<file path="src/rtl/multicycle_ctrl_fsm_pkg.sv">
// multicycle_ctrl_fsm_pkg: opcodes, state encoding and control-word decode for the multicycle control unit
package ctrl_pkg;

    localparam logic [6:0] R_TYPE = 7'b0110011;
    localparam logic [6:0] I_TYPE = 7'b0010011;
    localparam logic [6:0] I_LOAD = 7'b0000011;
    localparam logic [6:0] S_TYPE = 7'b0100011;
    localparam logic [6:0] B_TYPE = 7'b1100011;
    localparam logic [6:0] AUIPC  = 7'b0010111;
    localparam logic [6:0] LUI    = 7'b0110111;
    localparam logic [6:0] JAL    = 7'b1101111;
    localparam logic [6:0] JALR   = 7'b1100111;

    localparam logic [2:0] BEQ = 3'b000;
    localparam logic [2:0] BNE = 3'b001;

    localparam logic [1:0] ALU_ADD   = 2'b00;
    localparam logic [1:0] ALU_SUB   = 2'b01;
    localparam logic [1:0] ALU_FUNCT = 2'b10;

    localparam logic [1:0] SRCA_PC    = 2'b00;
    localparam logic [1:0] SRCA_OLDPC = 2'b01;
    localparam logic [1:0] SRCA_RS1   = 2'b10;
    localparam logic [1:0] SRCA_ZERO  = 2'b11;

    localparam logic [1:0] SRCB_RS2  = 2'b00;
    localparam logic [1:0] SRCB_IMM  = 2'b01;
    localparam logic [1:0] SRCB_FOUR = 2'b10;

    localparam logic [1:0] RES_ALUOUT = 2'b00;
    localparam logic [1:0] RES_MEM    = 2'b01;
    localparam logic [1:0] RES_ALU    = 2'b10;

    typedef enum logic [3:0] {
        S_FETCH, S_DECODE, S_MEMADR, S_MEMREAD, S_MEMWB, S_MEMWRITE, S_EXECR,
        S_EXECI, S_EXECU, S_ALUWB, S_BRANCH, S_JAL, S_JALR, S_TRAP
    } state_t;

    typedef struct packed {
        logic       pc_write;
        logic       adr_src;
        logic       mem_read;
        logic       mem_write;
        logic       reg_write;
        logic [1:0] alu_src_a;
        logic [1:0] alu_src_b;
        logic [1:0] alu_op;
        logic [1:0] result_src;
        logic       trap;
        logic       busy;
    } ctl_t;

    function automatic state_t decode_next(input logic [6:0] op);
        case (op)
            I_LOAD, S_TYPE: return S_MEMADR;
            R_TYPE:         return S_EXECR;
            I_TYPE:         return S_EXECI;
            AUIPC, LUI:     return S_EXECU;
            B_TYPE:         return S_BRANCH;
            JAL:            return S_JAL;
            JALR:           return S_JALR;
            default:        return S_TRAP;
        endcase
    endfunction

    // pc_write in FETCH/BRANCH and ir_write are qualified outside this table
    function automatic ctl_t state_ctl(input state_t s, input logic [6:0] op);
        ctl_t c;
        c = '0;
        case (s)
            S_FETCH: begin
                c.mem_read  = 1'b1;
                c.alu_src_b = SRCB_FOUR;
            end
            S_DECODE: begin
                c.alu_src_a = SRCA_OLDPC;
                c.alu_src_b = SRCB_IMM;
            end
            S_MEMADR: begin
                c.alu_src_a = SRCA_RS1;
                c.alu_src_b = SRCB_IMM;
            end
            S_MEMREAD: begin
                c.adr_src  = 1'b1;
                c.mem_read = 1'b1;
            end
            S_MEMWB: begin
                c.reg_write  = 1'b1;
                c.result_src = RES_MEM;
            end
            S_MEMWRITE: begin
                c.adr_src   = 1'b1;
                c.mem_write = 1'b1;
            end
            S_EXECR: begin
                c.alu_src_a = SRCA_RS1;
                c.alu_src_b = SRCB_RS2;
                c.alu_op    = ALU_FUNCT;
            end
            S_EXECI: begin
                c.alu_src_a = SRCA_RS1;
                c.alu_src_b = SRCB_IMM;
                c.alu_op    = ALU_FUNCT;
            end
            S_EXECU: begin
                c.alu_src_a = (op == LUI) ? SRCA_ZERO : SRCA_OLDPC;
                c.alu_src_b = SRCB_IMM;
                c.alu_op    = ALU_FUNCT;
            end
            S_ALUWB: begin
                c.reg_write  = 1'b1;
                c.result_src = RES_ALUOUT;
            end
            S_BRANCH: begin
                c.alu_src_a = SRCA_RS1;
                c.alu_src_b = SRCB_RS2;
                c.alu_op    = ALU_SUB;
            end
            S_JAL: begin
                c.pc_write  = 1'b1;
                c.alu_src_a = SRCA_OLDPC;
                c.alu_src_b = SRCB_FOUR;
            end
            S_JALR: begin
                c.pc_write   = 1'b1;
                c.alu_src_a  = SRCA_RS1;
                c.alu_src_b  = SRCB_IMM;
                c.result_src = RES_ALU;
            end
            S_TRAP: c.trap = 1'b1;
            default: ;
        endcase
        c.busy = !(s == S_FETCH || s == S_TRAP);
        return c;
    endfunction

endpackage

</file>
<file path="src/rtl/multicycle_ctrl_fsm_if.sv">
// multicycle_ctrl_fsm_if: instruction fields, memory handshake and datapath controls (instret with CTRL_PERF_CNT_EN)
interface multicycle_ctrl_fsm_if #(
    parameter int ALUOP_W = 2
);
    logic [6:0]         opcode;
    logic [2:0]         func3;
    logic               zero;
    logic               mem_ready;
    logic               pc_write;
    logic               ir_write;
    logic               adr_src;
    logic               mem_read;
    logic               mem_write;
    logic               reg_write;
    logic [1:0]         alu_src_a;
    logic [1:0]         alu_src_b;
    logic [ALUOP_W-1:0] alu_op;
    logic [1:0]         result_src;
    logic               trap;
    logic               busy;
`ifdef CTRL_PERF_CNT_EN
    logic [31:0]        instret;
`endif

    modport master (
        input  opcode, func3, zero, mem_ready,
        output pc_write, ir_write, adr_src, mem_read, mem_write, reg_write,
               alu_src_a, alu_src_b, alu_op, result_src, trap, busy
`ifdef CTRL_PERF_CNT_EN
        , output instret
`endif
    );

    modport slave (
        output opcode, func3, zero, mem_ready,
        input  pc_write, ir_write, adr_src, mem_read, mem_write, reg_write,
               alu_src_a, alu_src_b, alu_op, result_src, trap, busy
`ifdef CTRL_PERF_CNT_EN
        , input instret
`endif
    );
endinterface

</file>
<file path="src/rtl/multicycle_ctrl_fsm_mem_wait_timer.sv">
// mem_wait_timer: counts consecutive memory wait cycles and flags the last allowed one
module mem_wait_timer #(
    parameter int CNT_W       = 4,
    parameter int MEM_TIMEOUT = 15
) (
    input  logic clk,
    input  logic reset,
    input  logic clr,
    input  logic en,
    output logic timeout
);
    logic [CNT_W-1:0] cnt_q, cnt_d;

    // clear wins over counting so every new wait state starts from zero
    always_comb cnt_d = clr ? '0 : en ? cnt_q + 1'b1 : cnt_q;

    // wait counter register
    always_ff @(posedge clk) begin
        if (reset) cnt_q <= '0;
        else cnt_q <= cnt_d;
    end

    // this waiting cycle would be the MEM_TIMEOUT-th one
    assign timeout = cnt_q == CNT_W'(MEM_TIMEOUT - 1);
endmodule

</file>
<file path="src/rtl/multicycle_ctrl_fsm.sv">
// multicycle_ctrl_fsm: RV32I multicycle control FSM; CTRL_PERF_CNT_EN adds the instret counter
module multicycle_ctrl_fsm
    import ctrl_pkg::*;
#(
    parameter int ALUOP_W     = 2,
    parameter int MEM_TIMEOUT = 15,
    parameter int CNT_W       = 4
) (
    input logic                   clk,
    input logic                   reset,
    multicycle_ctrl_fsm_if.master bus
);
    state_t state_q, state_d;
    ctl_t   ctl_q, ctl_d, ctl_o;
    logic   mem_ready, timeout, waiting, br_take;

    assign mem_ready = bus.mem_ready;
    assign waiting   = state_q inside {S_FETCH, S_MEMREAD, S_MEMWRITE};

    mem_wait_timer #(.CNT_W(CNT_W), .MEM_TIMEOUT(MEM_TIMEOUT)) u_timer (
        .clk     (clk),
        .reset   (reset),
        .clr     (state_d != state_q),
        .en      (waiting && !mem_ready),
        .timeout (timeout)
    );

    // next state; mem_ready beats a timeout landing in the same cycle
    always_comb begin
        case (state_q)
            S_FETCH:    state_d = mem_ready ? S_DECODE : timeout ? S_TRAP : S_FETCH;
            S_DECODE:   state_d = decode_next(bus.opcode);
            S_MEMADR:   state_d = (bus.opcode == I_LOAD) ? S_MEMREAD : S_MEMWRITE;
            S_MEMREAD:  state_d = mem_ready ? S_MEMWB : timeout ? S_TRAP : S_MEMREAD;
            S_MEMWRITE: state_d = mem_ready ? S_FETCH : timeout ? S_TRAP : S_MEMWRITE;
            S_MEMWB:    state_d = S_FETCH;
            S_ALUWB:    state_d = S_FETCH;
            S_EXECR:    state_d = S_ALUWB;
            S_EXECI:    state_d = S_ALUWB;
            S_EXECU:    state_d = S_ALUWB;
            S_JAL:      state_d = S_ALUWB;
            S_JALR:     state_d = S_ALUWB;
            S_BRANCH:   state_d = (bus.func3 == BEQ || bus.func3 == BNE) ? S_FETCH : S_TRAP;
            default:    state_d = S_TRAP;
        endcase
    end

    // control word for the coming state, so outputs leave a flop
    always_comb ctl_d = state_ctl(state_d, bus.opcode);

    // state and registered Moore outputs
    always_ff @(posedge clk) begin
        if (reset) begin
            state_q <= S_FETCH;
            ctl_q   <= state_ctl(S_FETCH, bus.opcode);
        end else begin
            state_q <= state_d;
            ctl_q   <= ctl_d;
        end
    end

    assign br_take = (bus.func3 == BEQ && bus.zero) || (bus.func3 == BNE && !bus.zero);
    assign ctl_o   = reset ? '0 : ctl_q;

    assign bus.pc_write   = !reset && (state_q == S_FETCH  ? mem_ready :
                                       state_q == S_BRANCH ? br_take : ctl_o.pc_write);
    assign bus.ir_write   = !reset && state_q == S_FETCH && mem_ready;
    assign bus.adr_src    = ctl_o.adr_src;
    assign bus.mem_read   = ctl_o.mem_read;
    assign bus.mem_write  = ctl_o.mem_write;
    assign bus.reg_write  = ctl_o.reg_write;
    assign bus.alu_src_a  = ctl_o.alu_src_a;
    assign bus.alu_src_b  = ctl_o.alu_src_b;
    assign bus.alu_op     = ALUOP_W'(ctl_o.alu_op);
    assign bus.result_src = ctl_o.result_src;
    assign bus.trap       = ctl_o.trap;
    assign bus.busy       = ctl_o.busy;

`ifdef CTRL_PERF_CNT_EN
    logic [31:0] instret_q, instret_d;

    // one retirement per return to FETCH from a completing state
    always_comb instret_d = instret_q + 32'(state_d == S_FETCH &&
                                            state_q inside {S_MEMWB, S_MEMWRITE, S_ALUWB, S_BRANCH});

    // retired-instruction counter, wraps naturally
    always_ff @(posedge clk) begin
        if (reset) instret_q <= '0;
        else instret_q <= instret_d;
    end

    assign bus.instret = instret_q;
`endif
endmodule

</file>
<file path="src/flat_wrapper.sv">
// flat-port wrapper written by rule: the top's interface ports become plain ports
module multicycle_ctrl_fsm_flat import ctrl_pkg::*;
#(
    parameter int ALUOP_W     = 2,
    parameter int MEM_TIMEOUT = 15,
    parameter int CNT_W       = 4
)
  (clk, reset, bus_opcode, bus_func3, bus_zero, bus_mem_ready, bus_pc_write, bus_ir_write, bus_adr_src, bus_mem_read, bus_mem_write, bus_reg_write, bus_alu_src_a, bus_alu_src_b, bus_alu_op, bus_result_src, bus_trap, bus_busy);
  multicycle_ctrl_fsm_if #(.ALUOP_W(ALUOP_W)) bus_i ();
  input logic clk;
  input logic reset;
  input wire logic [$bits(bus_i.opcode)-1:0] bus_opcode;
  input wire logic [$bits(bus_i.func3)-1:0] bus_func3;
  input wire logic [$bits(bus_i.zero)-1:0] bus_zero;
  input wire logic [$bits(bus_i.mem_ready)-1:0] bus_mem_ready;
  output wire logic [$bits(bus_i.pc_write)-1:0] bus_pc_write;
  output wire logic [$bits(bus_i.ir_write)-1:0] bus_ir_write;
  output wire logic [$bits(bus_i.adr_src)-1:0] bus_adr_src;
  output wire logic [$bits(bus_i.mem_read)-1:0] bus_mem_read;
  output wire logic [$bits(bus_i.mem_write)-1:0] bus_mem_write;
  output wire logic [$bits(bus_i.reg_write)-1:0] bus_reg_write;
  output wire logic [$bits(bus_i.alu_src_a)-1:0] bus_alu_src_a;
  output wire logic [$bits(bus_i.alu_src_b)-1:0] bus_alu_src_b;
  output wire logic [$bits(bus_i.alu_op)-1:0] bus_alu_op;
  output wire logic [$bits(bus_i.result_src)-1:0] bus_result_src;
  output wire logic [$bits(bus_i.trap)-1:0] bus_trap;
  output wire logic [$bits(bus_i.busy)-1:0] bus_busy;
  assign bus_i.opcode = bus_opcode;
  assign bus_i.func3 = bus_func3;
  assign bus_i.zero = bus_zero;
  assign bus_i.mem_ready = bus_mem_ready;
  assign bus_pc_write = bus_i.pc_write;
  assign bus_ir_write = bus_i.ir_write;
  assign bus_adr_src = bus_i.adr_src;
  assign bus_mem_read = bus_i.mem_read;
  assign bus_mem_write = bus_i.mem_write;
  assign bus_reg_write = bus_i.reg_write;
  assign bus_alu_src_a = bus_i.alu_src_a;
  assign bus_alu_src_b = bus_i.alu_src_b;
  assign bus_alu_op = bus_i.alu_op;
  assign bus_result_src = bus_i.result_src;
  assign bus_trap = bus_i.trap;
  assign bus_busy = bus_i.busy;
  multicycle_ctrl_fsm #(.ALUOP_W(ALUOP_W), .MEM_TIMEOUT(MEM_TIMEOUT), .CNT_W(CNT_W)) u_core (.clk(clk), .reset(reset), .bus(bus_i));
endmodule
</file>
<file path="config.mk">
export PLATFORM = sky130hd
export DESIGN_NAME = multicycle_ctrl_fsm_flat
export DESIGN_NICKNAME = d
export VERILOG_FILES = /design/src/rtl/multicycle_ctrl_fsm_pkg.sv /design/src/rtl/multicycle_ctrl_fsm_if.sv /design/src/rtl/multicycle_ctrl_fsm_mem_wait_timer.sv /design/src/rtl/multicycle_ctrl_fsm.sv /design/src/flat_wrapper.sv
export SDC_FILE = /design/constraint.sdc
export NUM_CORES = 1
export LEC_CHECK = 0
export ABC_CLOCK_PERIOD_IN_PS = 5150
export CORE_MARGIN = 2
export CORE_UTILIZATION = 50
export CTS_CLUSTER_SIZE = 8
export DETAILED_ROUTE_END_ITERATION = 6
export GPL_ROUTABILITY_DRIVEN = 0
export PLACE_DENSITY = 0.77
export RECOVER_POWER = 25
export SLEW_MARGIN = 30
export SYNTH_ARGS = -nofsm -noshare
export SYNTH_HDL_FRONTEND = slang
export SYNTH_SLANG_ARGS = --single-unit
</file>
<file path="constraint.sdc">
create_clock -name clk -period 5.15 [get_ports clk]
set_input_delay 1.03 -clock clk [delete_from_list [all_inputs] [get_ports clk]]
set_output_delay 1.03 -clock clk [all_outputs]
set_load 0.005 [all_outputs]
</file>
==> impl.org, run 1 <==
** Timing
- Period utilisation layout :: 77.0%
- Summed over all failing endpoints, the final setup total negative slack is 0 ps.
- RSZ-0062 raised after global routing :: false
- Setup violations remaining at the end of the flow were counted as 0.
- Clock skew after layout :: 4.84 ps
- The worst path needs 3960 ps of the cycle, external delays included.
- Final hold analysis gives a worst-case slack of 579 ps.
- Actual slew at the worst max-slew pin :: 1650 ps
- Static timing analysis puts the maximum clock frequency at 0.252 GHz.
- Final-report hold violation count :: 0
- Slew headroom :: -9.91%
- The final-report max-slew violation count came to 16.
- Post-route worst setup slack :: 1190 ps

** Min path
- In this run the most critical hold path is launched from u_core.u_timer.cnt_q[1]$_SDFFE_PP0P_.
- The worst hold path passes through 2 cells.
- WHS Endpoint :: u_core.u_timer.cnt_q[1]$_SDFFE_PP0P_
- Worst hold path class :: register to register

** Final layout
- The final layout contains 227 nets.
- For this run, the share of the core covered by cells in the final layout is 62.0%.
- The repair_antennas step left the layout with diodes totalling 0.
- Relative to the synthesized area, the layout overhead comes to 16.9%.
- Fraction of layout cells with a size suffix above 1 :: 8.57%
- In the final layout, the multi-input gates occupy 1050 µm².
- Post-layout instance area :: 1910 µm²
- Filler cells :: 288
- FF/Latch Area :: 460 µm²

** Global routing
- The first global-routing pass estimated 6380 µm of wire.
- After global routing the overflow that remains totals 0.
- Vias in the first global route :: 1403
- Entering global routing, the biggest net connects 20 pins.
- The initial antenna violation count came to 0.
- GR Util All Layers :: 22.3%

** Worst setup path
- The critical path is of the input port to register type.
- Data on the critical path is required at its endpoint by 5410 ps.
- The slowest stage of the critical path belongs to the cell nor3b_1.
- For the worst setup path, the data arrival time is 4230 ps.
- The number of cells on the worst reg-to-reg path is 6.
- Critical path, cell by cell :: dlygate4sd3_1 > nor4_1 > a2bb2o_1 > a32o_1 > nor3b_1 > and2_4 > and3_1
- Kind of end point of the critical path :: register
- Worst flop-to-flop path endpoint :: u_core.ctl_q[4]$_SDFF_PP0_
- Origin of the critical flop-to-flop path :: u_core.state_q[1]$_SDFF_PP0_
- Highest fanout seen on the critical path :: 15
- For this run, the slowest stage of the critical path takes 1280 ps.
- The setup check on the worst reg-to-reg path leaves a slack of 1720 ps.
- The worst setup path is launched from an input port.

** Drt
- The routed layout has 1498 vias.
- The routed design has 3900 µm of wire.
- Dividing the detail-routed wire length by the instance count gives 15.3 µm.
- Vias per inst :: 5.90
- Residual DRC :: 0
- The count of nets left with antenna violations once routing finished came out at 0.
- The first TritonRoute pass finished after 4 iterations.
- For this block, the initial DRC count from the detailed router was 104.

** Logic synthesis
- Cell area after synthesis :: 1630 µm²
- Synth Instances :: 189
- Among all cell types in the netlist, the one instantiated most often is dfxtp_1.
- Number of nets produced by synthesis :: 205
- Share of the yosys chip area belonging to registers :: 28.2%
- After synthesis, the most frequently instantiated cells are dfxtp_1, nor2_1, nor2b_1.
- In the post-synthesis netlist, the biggest area contributors are dfxtp_1, nor2b_1, nor2_1.
- In this run, synthesis produced a sequential element count of 23.
- The synthesized design spends more area on one cell type than any other, namely dfxtp_1.
- Async set or reset register ratio after synthesis :: 0%
- The share of synthesized area in the top cell type comes to 28.2%.
- The synthesized design contains 0 enable-type register cells.
- Counting distinct cell types in the post-synthesis netlist gives 61.
- During synthesis, Yosys emitted a total of 0 warnings.
- Mean area per synthesized cell :: 8.63 µm²
- Dominant register cell in the synthesized netlist :: dfxtp_1

** Floorplanning
- The region available for standard cell placement spans 3080 µm².
- Die X-Extent :: 61.1 µm
- Height of the die :: 61.1 µm
- For this configuration, the core starts out at a cell density of 53.0%.
- Total die area :: 3740 µm²
- For this design the top-level I/O count stands at 30.
- Std cell rows :: 20

** Placement
- DP HPWL :: 2910 µm
- Input and output buffers added on the ports amount to 29.
- Timing analysis after detailed placement gives a worst setup slack of 1310 ps.
- Summing all placed instances gives a cell area of 1910 µm².

** Power
- Proportion of power drawn by combinational gates :: 59.0%
- In this run the power spent charging and discharging nets is 0.407 mW.
- Switching part of the total power :: 44.9%
- The internal portion of the total power is 0.499 mW.
- Peak ir drop on the vdd network :: 0.303 mV
- Clock network fraction of total power :: 8.9%
- Sequential cells burn 32.1% of the power.
- In this run the static leakage power is 0.686 nW.
- PD cells :: 475 nW/µm²

** CTS
- The tree is rooted in a clkbuf_4.
- Number of H-tree branching levels :: 1
- Skew-Pair Late Insertion Delay :: 310 ps
- CTS Hold Buffers Added :: 0
- Reg clk slew, reported paths :: 120 ps
- Sink count of the clock tree :: 23
- In this run the post-CTS setup repair buffer count came out at 0.
- In this run the deepest clock path goes through 2 buffers.
- Clock buffer count from CTS :: 3
- TritonCTS built the clock tree.
- Gates resized during post-CTS repair numbered 0.

** Status
- Failing checks :: max-capacitance violations, max-slew violations
- Status :: finished, violations left

** Run
- Across the run, the number of max-cap violations was 1.
==> power groups by stage <==
stage | Clock [mW] | Combinational [mW] | Sequential [mW]
6_report | 0.0809 | 0.534 | 0.291
5_1_grt | 0.0885 | 0.591 | 0.300
4_1_cts | 0.0825 | 0.558 | 0.289
3_5_place_dp | 0 | 0.555 | 0.294
3_3_place_gp | 0 | 0.538 | 0.290
2_1_floorplan | 0 | 0.480 | 0.250
==> placed cells by master (no fill, tap or decap), types with 4 or more instances in the layout <==
master           count
nor3_1               4
nor2_1              19
xor2_1               6
nand3_1              9
dfxtp_1             23
xnor2_1              4
nor4b_1              4
nand2_1             10
nor2b_1             17
nand3b_1             5
o21ai_0              5
clkdlybuf4s50_1     28
a21oi_1              4
==> worst max path at each step <==
stage	startpoint	to	slack, ps	cells after the start
6_report	bus_opcode[3]	u_core.ctl_q[4]$_SDFF_PP0_	1190	7
5_1_grt	bus_opcode[3]	u_core.ctl_q[10]$_SDFF_PP0_	950	7
4_1_cts	bus_mem_ready	bus_pc_write	1300	6
3_5_place_dp	bus_mem_ready	bus_pc_write	1310	6
3_3_place_gp	bus_mem_ready	bus_pc_write	1350	6
2_1_floorplan	bus_mem_ready	u_core.ctl_q[7]$_SDFF_PP1_	2450	7
==> area by class of cell <==
| cell class | instances | share of cell area [%] |
|---|---|---|
| clock buffer | 3 | 1.18 |
| clock inverter | 1 | 0.262 |
| inverter | 3 | 0.591 |
| multi-input combinational | 150 | 55.3 |
| sequential | 23 | 24.1 |
| tap | 44 | 2.89 |
| timing repair buffer | 30 | 15.6 |
==> kinds of logic after synthesis <==
kind of cell | synth area share [%]
adders and majority gates | 1.53
muxes | 0.690
and+or+nand+nor | 37.2
xor gates and xnor gates | 5.37
AOI/OAI and AO/OA | 21.5
buffers and inverters | 5.52
DFF | 28.2
==> through the flow <==
step                cells  total power [mW]
finish                254             0.906
global route          254             0.980
global placement      250             0.829
floorplan             189             0.730
detailed placement    250             0.849
CTS                   254             0.930
==> critical path: cells and delay by family <==
kind / cells / cell delay [ps]
buf+inv: 1 / 710
compound gates: 2 / 530
simple gates: 4 / 1960
==> metal layers <==
metal,track usage (%),share of wire (%),vias up
met3,2.10,2.9,4
met4,4.66,0.87,0
met2,40.1,50,31
met1,29.1,46,728
met5,0,0,-
li1,-,-,735
==> flip-flops by register name, summed over array words and instances (netlist names) <==
register,cells
u_core.ctl_q,15
u_core.u_timer.cnt_q,4
u_core.state_q,4
(Power assumes the default switching activity.)
==> inputs of run 2 (changes only) <==
--- a/config.mk
+++ b/config.mk
@@ -5,7 +5,7 @@
 export SDC_FILE = /design/constraint.sdc
 export NUM_CORES = 1
 export LEC_CHECK = 0
-export ABC_CLOCK_PERIOD_IN_PS = 5150
+export ABC_CLOCK_PERIOD_IN_PS = 3700
 export CORE_MARGIN = 2
 export CORE_UTILIZATION = 50
 export CTS_CLUSTER_SIZE = 8
==> constraint.sdc (replaced) <==
create_clock -name clk -period 3.7 [get_ports clk]
set_input_delay 0.74 -clock clk [delete_from_list [all_inputs] [get_ports clk]]
set_output_delay 0.74 -clock clk [all_outputs]
set_load 0.005 [all_outputs]
==> run 2 against run 1 <==
  * Hold slack better by 7.9 ps
  * Clock power is 42% higher
  * The flow now finishes without violations
  * Largest cell class unchanged
  * Register-to-register slack worse by 910 ps
  * First-iteration DRC count is 18% lower
  * Design area is 0.66% higher
  * Die area stayed put
  * Critical path type is now input port to primary output
  * Critical path depth is 1 lower
  * Via count is 2.1% lower
  * Global-route usage is 1.2 points lower
  * Worst setup slack worse by 750 ps
  * Sequential power is 38% higher
==> impl.org, run 2 (synthesis gave the netlist of run 1 again) <==
** Worst setup path
- Critical path, cell by cell :: clkdlybuf4s50_1 > nor2b_1 > a221oi_1 > a31o_2 > a21oi_1 > clkdlybuf4s50_1
- STA classifies the critical path startpoint as an input port.
- Buf+Inv Stages, Crit Path :: 2 (+1)
- The cell depth of the worst setup path was 6 (-1).
- STA classifies the critical path endpoint as a primary output.
- The biggest cell delay along the critical path was 590 ps (-690 ps).
- Kind of cell adding the most delay to the critical path :: buffers and inverters
- Highest fanout seen on the critical path :: 6 (-9)
- R2R Setup Slk :: 810 ps (-910 ps)
- Crit Path Class :: input port to primary output
- WP data arrival :: 2520 ps (-1710 ps)
- The most numerous cell type found on the critical path is clkdlybuf4s50_1.
- The largest individual stage delay along the critical path comes from the cell clkdlybuf4s50_1.
- The required time of the critical path is 2960 ps (-2450 ps).
- R2r worst-path depth :: 6 (unchanged)

** CTS
- The number of buffers on the longest clock path was 2 (unchanged).
- CTS placed an instance of clkbuf_4 at the clock tree root.
- Clock buffer count from CTS :: 3 (unchanged)
- Post-cts gate resize count :: 0 (unchanged)
- The clock insertion delay at the later pin of the skew report is 310 ps (about the same).
- Sink count of the clock tree :: 23 (unchanged)
- The maximum level of the CTS H-tree is 1 (unchanged).
- Reg clk slew, reported paths :: 120 ps (about the same)
- CTS tree :: done
- The number of post-CTS setup repair buffers is 0 (unchanged).
- The hold buffer count at cts is 0 (unchanged).

** Timing
- The final-report max-slew violation count is 0 (-16).
- Final total negative setup slack :: 0 ps (unchanged)
- Minimum period implied by the final worst setup slack :: 3260 ps
- The clock skew was 4.40 ps (-0.442 ps).
- The worst hold-check slack was 587 ps (+7.85 ps).
- The final critical-path setup slack was 440 ps (-745 ps).
- Of the available clock period, the critical path in the final layout requires 88.1%.
- Slew headroom :: 38.6% (+48 points)
- For this run, the top clock speed supported by timing is 0.307 GHz.
- RSZ-0062 raised after global routing :: false
- The transition time of the tightest slew-check pin was 917 ps (-728 ps).
- Final count of negative-setup-slack endpoints :: 0 (unchanged)
- The number of endpoints with negative hold slack in the final report came to 0 (unchanged).

** Floorplanning
- Number of ports placed on the die boundary :: 30 (unchanged)
- The area of the die was 3740 µm² (unchanged).
- The die outline height came to 61.1 µm (unchanged).
- The effective utilization at floorplan was 53.0% (unchanged).
- The placeable core area is 3080 µm² (unchanged).
- The total number of placement rows was 20 (unchanged).
- Die X-Extent :: 61.1 µm (unchanged)

** Power
- The fraction of power consumed by the clock network came to 9.0% (about the same).
- The total internal power was 0.704 mW (+41%).
- The proportion of power drawn by flip-flops and latches is 31.7% (-0.4 points).
- Proportion of power drawn by combinational gates :: 59.3% (+0.3 points)
- The overall power consumption came to 1.27 mW (+40%).
- The total power per unit cell area is 663 nW/µm² (+39%).
- The share of total power consumed by net switching came to 44.6% (-0.29 points).
- The leakage power total is 0.699 nW (+1.8%).
- The switching power of the nets came to 0.568 mW (+39%).
- Peak ir drop on the vdd network :: 0.462 mV (+53%)

** Global routing
- Pin count of the biggest net entering global routing :: 22 (+10%)
- The initial antenna violation count came to 0 (unchanged).
- Vias in the first global route :: 1379 (-1.7%)
- The combined global-route utilization of all metal layers came to 21.1% (-1.2 points).
- Total global routing overflow :: 0 (unchanged)
- The first-pass GRT wire length is 6040 µm (-5.3%).

** Final layout
- Antenna diodes :: 0 (unchanged)
- The net count reported at finish came to 228 (+0.44%).
- The largest registers in the layout are u_core.ctl_q x15, u_core.state_q x4, u_core.u_timer.cnt_q x4.
- Leaving out fill and tap cells, the most frequent cells in the layout are clkdlybuf4s50_1, dfxtp_1, nor2_1.
- Most common library cell in the layout ignoring fill and taps :: clkdlybuf4s50_1
- The share of layout cells above drive strength 1 was 9.48% (+0.91 points).
- The final core area utilization is 62.4% (+0.41 points).
- Most flops, register :: u_core.ctl_q
- The area growth from synthesis to layout is 17.6%.
- Max FFs per register :: 15 (unchanged)

** Status
- The flow ran to the end, and the final reports show no timing, DRC or antenna violations.

** Placement
- Pre-CTS worst setup slack :: 416 ps (-898 ps)
- The quantity of I/O buffers inserted on ports is 29 (unchanged).
- DP HPWL :: 2870 µm (-1.3%)

** Drt
- The number of detailed-route iterations in the first pass was 4 (unchanged).
- The antenna violation net count after detailed routing is 0 (unchanged).
- Residual DRC :: 0 (unchanged)
- The average via count per standard cell is 5.75 (-2.5%).
- Iter 0 DRT Violations :: 85 (-18%)
- Wire length per cell :: 14.7 µm (-4.2%)
- The routed via count is 1466 (-2.1%).
- WL final :: 3750 µm (-3.8%)

** Min path
- The number of stages on the worst hold path was 2 (unchanged).
- The worst hold path belongs to the class register to register.

** Run
- The number of max-capacitance violations reported is 0 (-1).
## run 2: changes by cell type in the layout (fill, tap and decap cells not counted), sizes merged
cell  previous run  this run
buf              1         2
## run 2: worst paths after layout
kind                                                            from                              endpoint
worst max register to register          u_core.state_q[0]$_SDFF_PP0_           u_core.ctl_q[10]$_SDFF_PP0_
worst max-delay path                                   bus_mem_ready                          bus_pc_write
worst min-delay path            u_core.u_timer.cnt_q[3]$_SDFFE_PP0P_  u_core.u_timer.cnt_q[3]$_SDFFE_PP0P_
worst min register to register  u_core.u_timer.cnt_q[3]$_SDFFE_PP0P_  u_core.u_timer.cnt_q[3]$_SDFFE_PP0P_
## run 2: power groups by stage
stage | clock (mW) | combinational [mW] | sequential [mW]
floorplan | 0 | 0.668 | 0.348
global placement | 0 | 0.748 | 0.404
detailed placement | 0 | 0.772 | 0.408
global route | 0.128 | 0.831 | 0.416
finish | 0.115 | 0.754 | 0.403
CTS | 0.119 | 0.777 | 0.402
## run 2: per-stage QoR
| stage | cell area (µm²) | std cells |
|---|---|---|
| 3_3_place_gp | 1910 | 251 |
| 3_5_place_dp | 1910 | 251 |
| 4_1_cts | 1940 | 255 |
| 6_report | 1920 | 255 |
| 2_1_floorplan | 1630 | 189 |
| 5_1_grt | 1920 | 255 |
## run 2: area by class of cell
type / instances / area, µm²
Fill cell: 278 / 1160
Sequential cell: 23 / 460
Tap cell: 44 / 55.1
Multi-Input combinational cell: 150 / 1060
Timing Repair Buffer: 31 / 305
Clock buffer: 3 / 22.5
Clock inverter: 1 / 5.00
Inverter: 3 / 11.3
## run 2: per-layer routing
layer	part of all wire [%]	global-route usage, %	vias to the layer above
met5	0	0	-
met3	4.9	3.15	2
met2	52	39.1	40
met4	0.35	4.66	0
li1	-	-	738
met1	43	25.7	686
## run 2: worst reg2reg max path: stages (launching register included)
cell,delay [ps]
dfxtp_1,740
or4b_4,570
a31oi_1,370
o311ai_1,210
nor3b_2,300
or3_1,420
a211oi_2,190
==> inputs of run 3 (changes only) <==
--- a/config.mk
+++ b/config.mk
@@ -6,7 +6,7 @@
 export NUM_CORES = 1
 export LEC_CHECK = 0
 export ABC_CLOCK_PERIOD_IN_PS = 3700
-export CORE_MARGIN = 2
+export CORE_MARGIN = 10
 export CORE_UTILIZATION = 50
 export CTS_CLUSTER_SIZE = 8
 export DETAILED_ROUTE_END_ITERATION = 6
==> run 3 against run 2 <==
  * Sequential power barely moved
  * Clock power barely moved
  * Critical path depth fell by 2
  * Non-clock buffer count did not move
  * Sequential share of layout area fell by 0.17 points
  * Die area rose by 59%
  * Routed wire length rose by 11%
  * Global-route usage fell by 7.5 points
==> impl.org, run 3 (synthesis gave the netlist of run 1 again) <==
** CTS
- The tree is rooted in a clkbuf_4.
- Maximum root-to-sink buffer count :: 2 (unchanged)
- # Post-CTS Setup Buffers :: 0 (unchanged)
- TritonCTS built the clock tree.
- CTS Hold Buffers Added :: 0 (unchanged)
- The clock insertion delay at the later pin of the skew report was 310 ps (about the same).
- The clock buffer count from CTS was 3 (unchanged).
- Number of H-tree branching levels :: 1 (unchanged)
- Sink count of the clock tree :: 23 (unchanged)
- Post-cts gate resize count :: 0 (unchanged)
- Reg clk slew, reported paths :: 120 ps (about the same)

** Global routing
- Number of antenna violations at the first check in global routing :: 0 (unchanged)
- The combined global-route utilization of all metal layers came to 13.7% (-7.5 points).
- The remaining global-route overflow came to 0 (unchanged).
- The largest net degree at the start of global routing was 20 (-9.1%).
- The via count of the first global-routing pass was 1453 (+5.4%).
- Wire length of the first global-routing pass :: 6930 µm (+15%)

** Worst setup path
- R2r worst-path depth :: 6 (unchanged)
- Worst Setup Start Kind :: input port
- Origin of the worst setup path :: reset
- The most critical setup path has its endpoint at bus_mem_write.
- Required time at the worst-slack endpoint :: 2960 ps (about the same)
- Kind of cell adding the most delay to the critical path :: buffers and inverters
- The worst setup path is captured at a primary output.
- The cell depth of the worst setup path is 4 (-2).
- Critical path, cell by cell :: clkdlybuf4s50_1 > clkbuf_1 > nor2b_1 > dlygate4sd3_1
- Slowest CP cell :: clkbuf_1
- In this run the critical register-to-register path is launched from u_core.state_q[1]$_SDFF_PP0_.
- R2R Setup Slk :: 800 ps (about the same)
- Worst flop-to-flop path endpoint :: u_core.ctl_q[4]$_SDFF_PP0_
- The signal arrival time at the worst endpoint was 2560 ps (+40 ps).
- The setup path with the least slack is of type input port to primary output.
- Highest fanout seen on the critical path :: 19 (+13)
- Buf+Inv Stages, Crit Path :: 3 (+1)
- Max incr delay on CP :: 610 ps (+20 ps)

** Final layout
- Fraction of layout cells with a size suffix above 1 :: 9.48% (unchanged)
- Most flops, register :: u_core.ctl_q
- The largest registers in the layout are u_core.ctl_q x15, u_core.state_q x4, u_core.u_timer.cnt_q x4.
- Leaving out fill and tap cells, the most frequent cell in the layout is clkdlybuf4s50_1.
- Commonest non-fill, non-tap cells in the layout :: clkdlybuf4s50_1, dfxtp_1, nor2_1
- Final Core Density :: 62.8% (+0.45 points)
- Post-synthesis to final-layout area growth :: 18.5%
- The net count reported at finish came to 228 (unchanged).
- Filler cells :: 292 (+5.0%)
- Max FFs per register :: 15 (unchanged)
- Post-layout instance area :: 1930 µm² (+0.72%)
- Antenna diodes :: 0 (unchanged)

** Floorplanning
- Initial standard-cell utilization of the core :: 53.0% (unchanged)
- The die outline height is 77.1 µm (+26%).
- The area of the die is 5950 µm² (+59%).
- Core area :: 3080 µm² (unchanged)
- Std cell rows :: 20 (unchanged)
- Die X-Extent :: 77.1 µm (+26%)
- Number of ports placed on the die boundary :: 30 (unchanged)

** Drt
- WL final :: 4180 µm (+11%)
- The number of detailed-route iterations in the first pass was 4 (unchanged).
- Met2 WL post-DR :: 2140 µm (+10%)
- Vias per inst :: 5.88 (+2.3%)
- The final routed DRC violation total was 0 (unchanged).
- Iter 0 DRT Violations :: 116 (+36%)
- The routed length on met1 came to 1770 µm (+9.9%).
- Met3 routed WL :: 222 µm (+21%)
- Total number of vias :: 1499 (+2.3%)
- The detailed router used layers up to and including met4.
- Number of nets still failing antenna checks after routing :: 0 (unchanged)
- Wire length per cell :: 16.4 µm (+11%)

** Placement
- Number of buffers added on ports :: 29 (unchanged)
- The post-placement cell area came to 1910 µm² (unchanged).
- DP HPWL :: 3220 µm (+12%)

** Status
- The run finished with clean final reports.

** Timing
- The period utilization is 89.2% (+1.1 points).
- The final-report max-slew violation count is 0 (unchanged).
- The worst hold-check slack was 590 ps (+2.74 ps).
- Minimum period implied by the final worst setup slack :: 3300 ps (+40.8 ps)
- Setup repair after global routing left no endpoint under its margin.
- The accumulated negative setup slack came to 0 ps (unchanged).
- Clock skew after layout :: 2.18 ps (-2.22 ps)
- The highest clock frequency the design can meet was 0.303 GHz (-1.2%).
- Slew headroom :: 36.9% (-1.6 points)
- Final-report hold violation count :: 0 (unchanged)
- The setup-violating endpoint count in the final report came to 0 (unchanged).
- Actual slew at the worst max-slew pin :: 942 ps (+24.6 ps)

** Run
- Reported max-cap violation count :: 0 (unchanged)

** Power
- Leakage :: 0.696 nW (-0.45%)
- The peak supply drop is 0.501 mV (+8.3%).
- PD cells :: 670 nW/µm² (+1.1%)

** Min path
- The tightest min-delay check is of the register to register type.
- The worst hold path begins at u_core.u_timer.cnt_q[3]$_SDFFE_PP0P_.
- Hold Path Depth :: 2 (unchanged)
run 3: changes by cell type in the layout (fill, tap and decap cells not counted), sizes merged:
cell / change
clkinvlp: +1
buf: -1
clkdlybuf4s50: -1
clkinv: -1
dlygate4sd3: +1
clkbuf: +1
run 3: area by class of cell:
class | count | area (µm²) | share of cell area [%]
multi-input cells | 150 | 1070 | 55.6
flip-flops and latches | 23 | 460 | 23.8
repair buffers | 31 | 302 | 15.6
well taps | 44 | 55.1 | 2.85
clock buffers | 3 | 22.5 | 1.17
inverters | 3 | 11.3 | 0.583
clock inverters | 1 | 7.51 | 0.388
run 3: power breakdown:
group	leakage [nW]	internal [mW]	switching (mW)	total [mW]
Clock	0.0139	0.0412	0.0745	0.116
Combinational	0.494	0.349	0.424	0.774
Sequential	0.188	0.319	0.0873	0.406
Total	0.696	0.710	0.586	1.30
run 3: through the flow:
step	worst slack [ps]	cells	power, mW
5_1_grt	201	255	1.40
4_1_cts	453	255	1.31
2_1_floorplan	1290	189	1.02
3_5_place_dp	328	251	1.19
6_report	399	255	1.30
3_3_place_gp	529	251	1.16
run 3: tightest hold or removal path, delay by kind of cell, from the launching register on:
family / cells / cell delay [ps]
simple gates: 1 / 60
flops: 1 / 370
xor+xnor: 1 / 130
run 3: worst min path at each step:
stage / end / slack, ps
floorplan: u_core.u_timer.cnt_q[3]$_SDFFE_PP0P_ / 520
global placement: u_core.u_timer.cnt_q[3]$_SDFFE_PP0P_ / 550
detailed placement: u_core.u_timer.cnt_q[3]$_SDFFE_PP0P_ / 570
CTS: u_core.u_timer.cnt_q[3]$_SDFFE_PP0P_ / 590
global route: u_core.u_timer.cnt_q[3]$_SDFFE_PP0P_ / 650
finish: u_core.u_timer.cnt_q[3]$_SDFFE_PP0P_ / 590
run 3: layer usage:
layer | GRT usage, % | vias up
li1 | - | 738
met1 | 16.2 | 705
met2 | 24.0 | 48
met3 | 3.26 | 8
met4 | 3.28 | 0
met5 | 0 | -
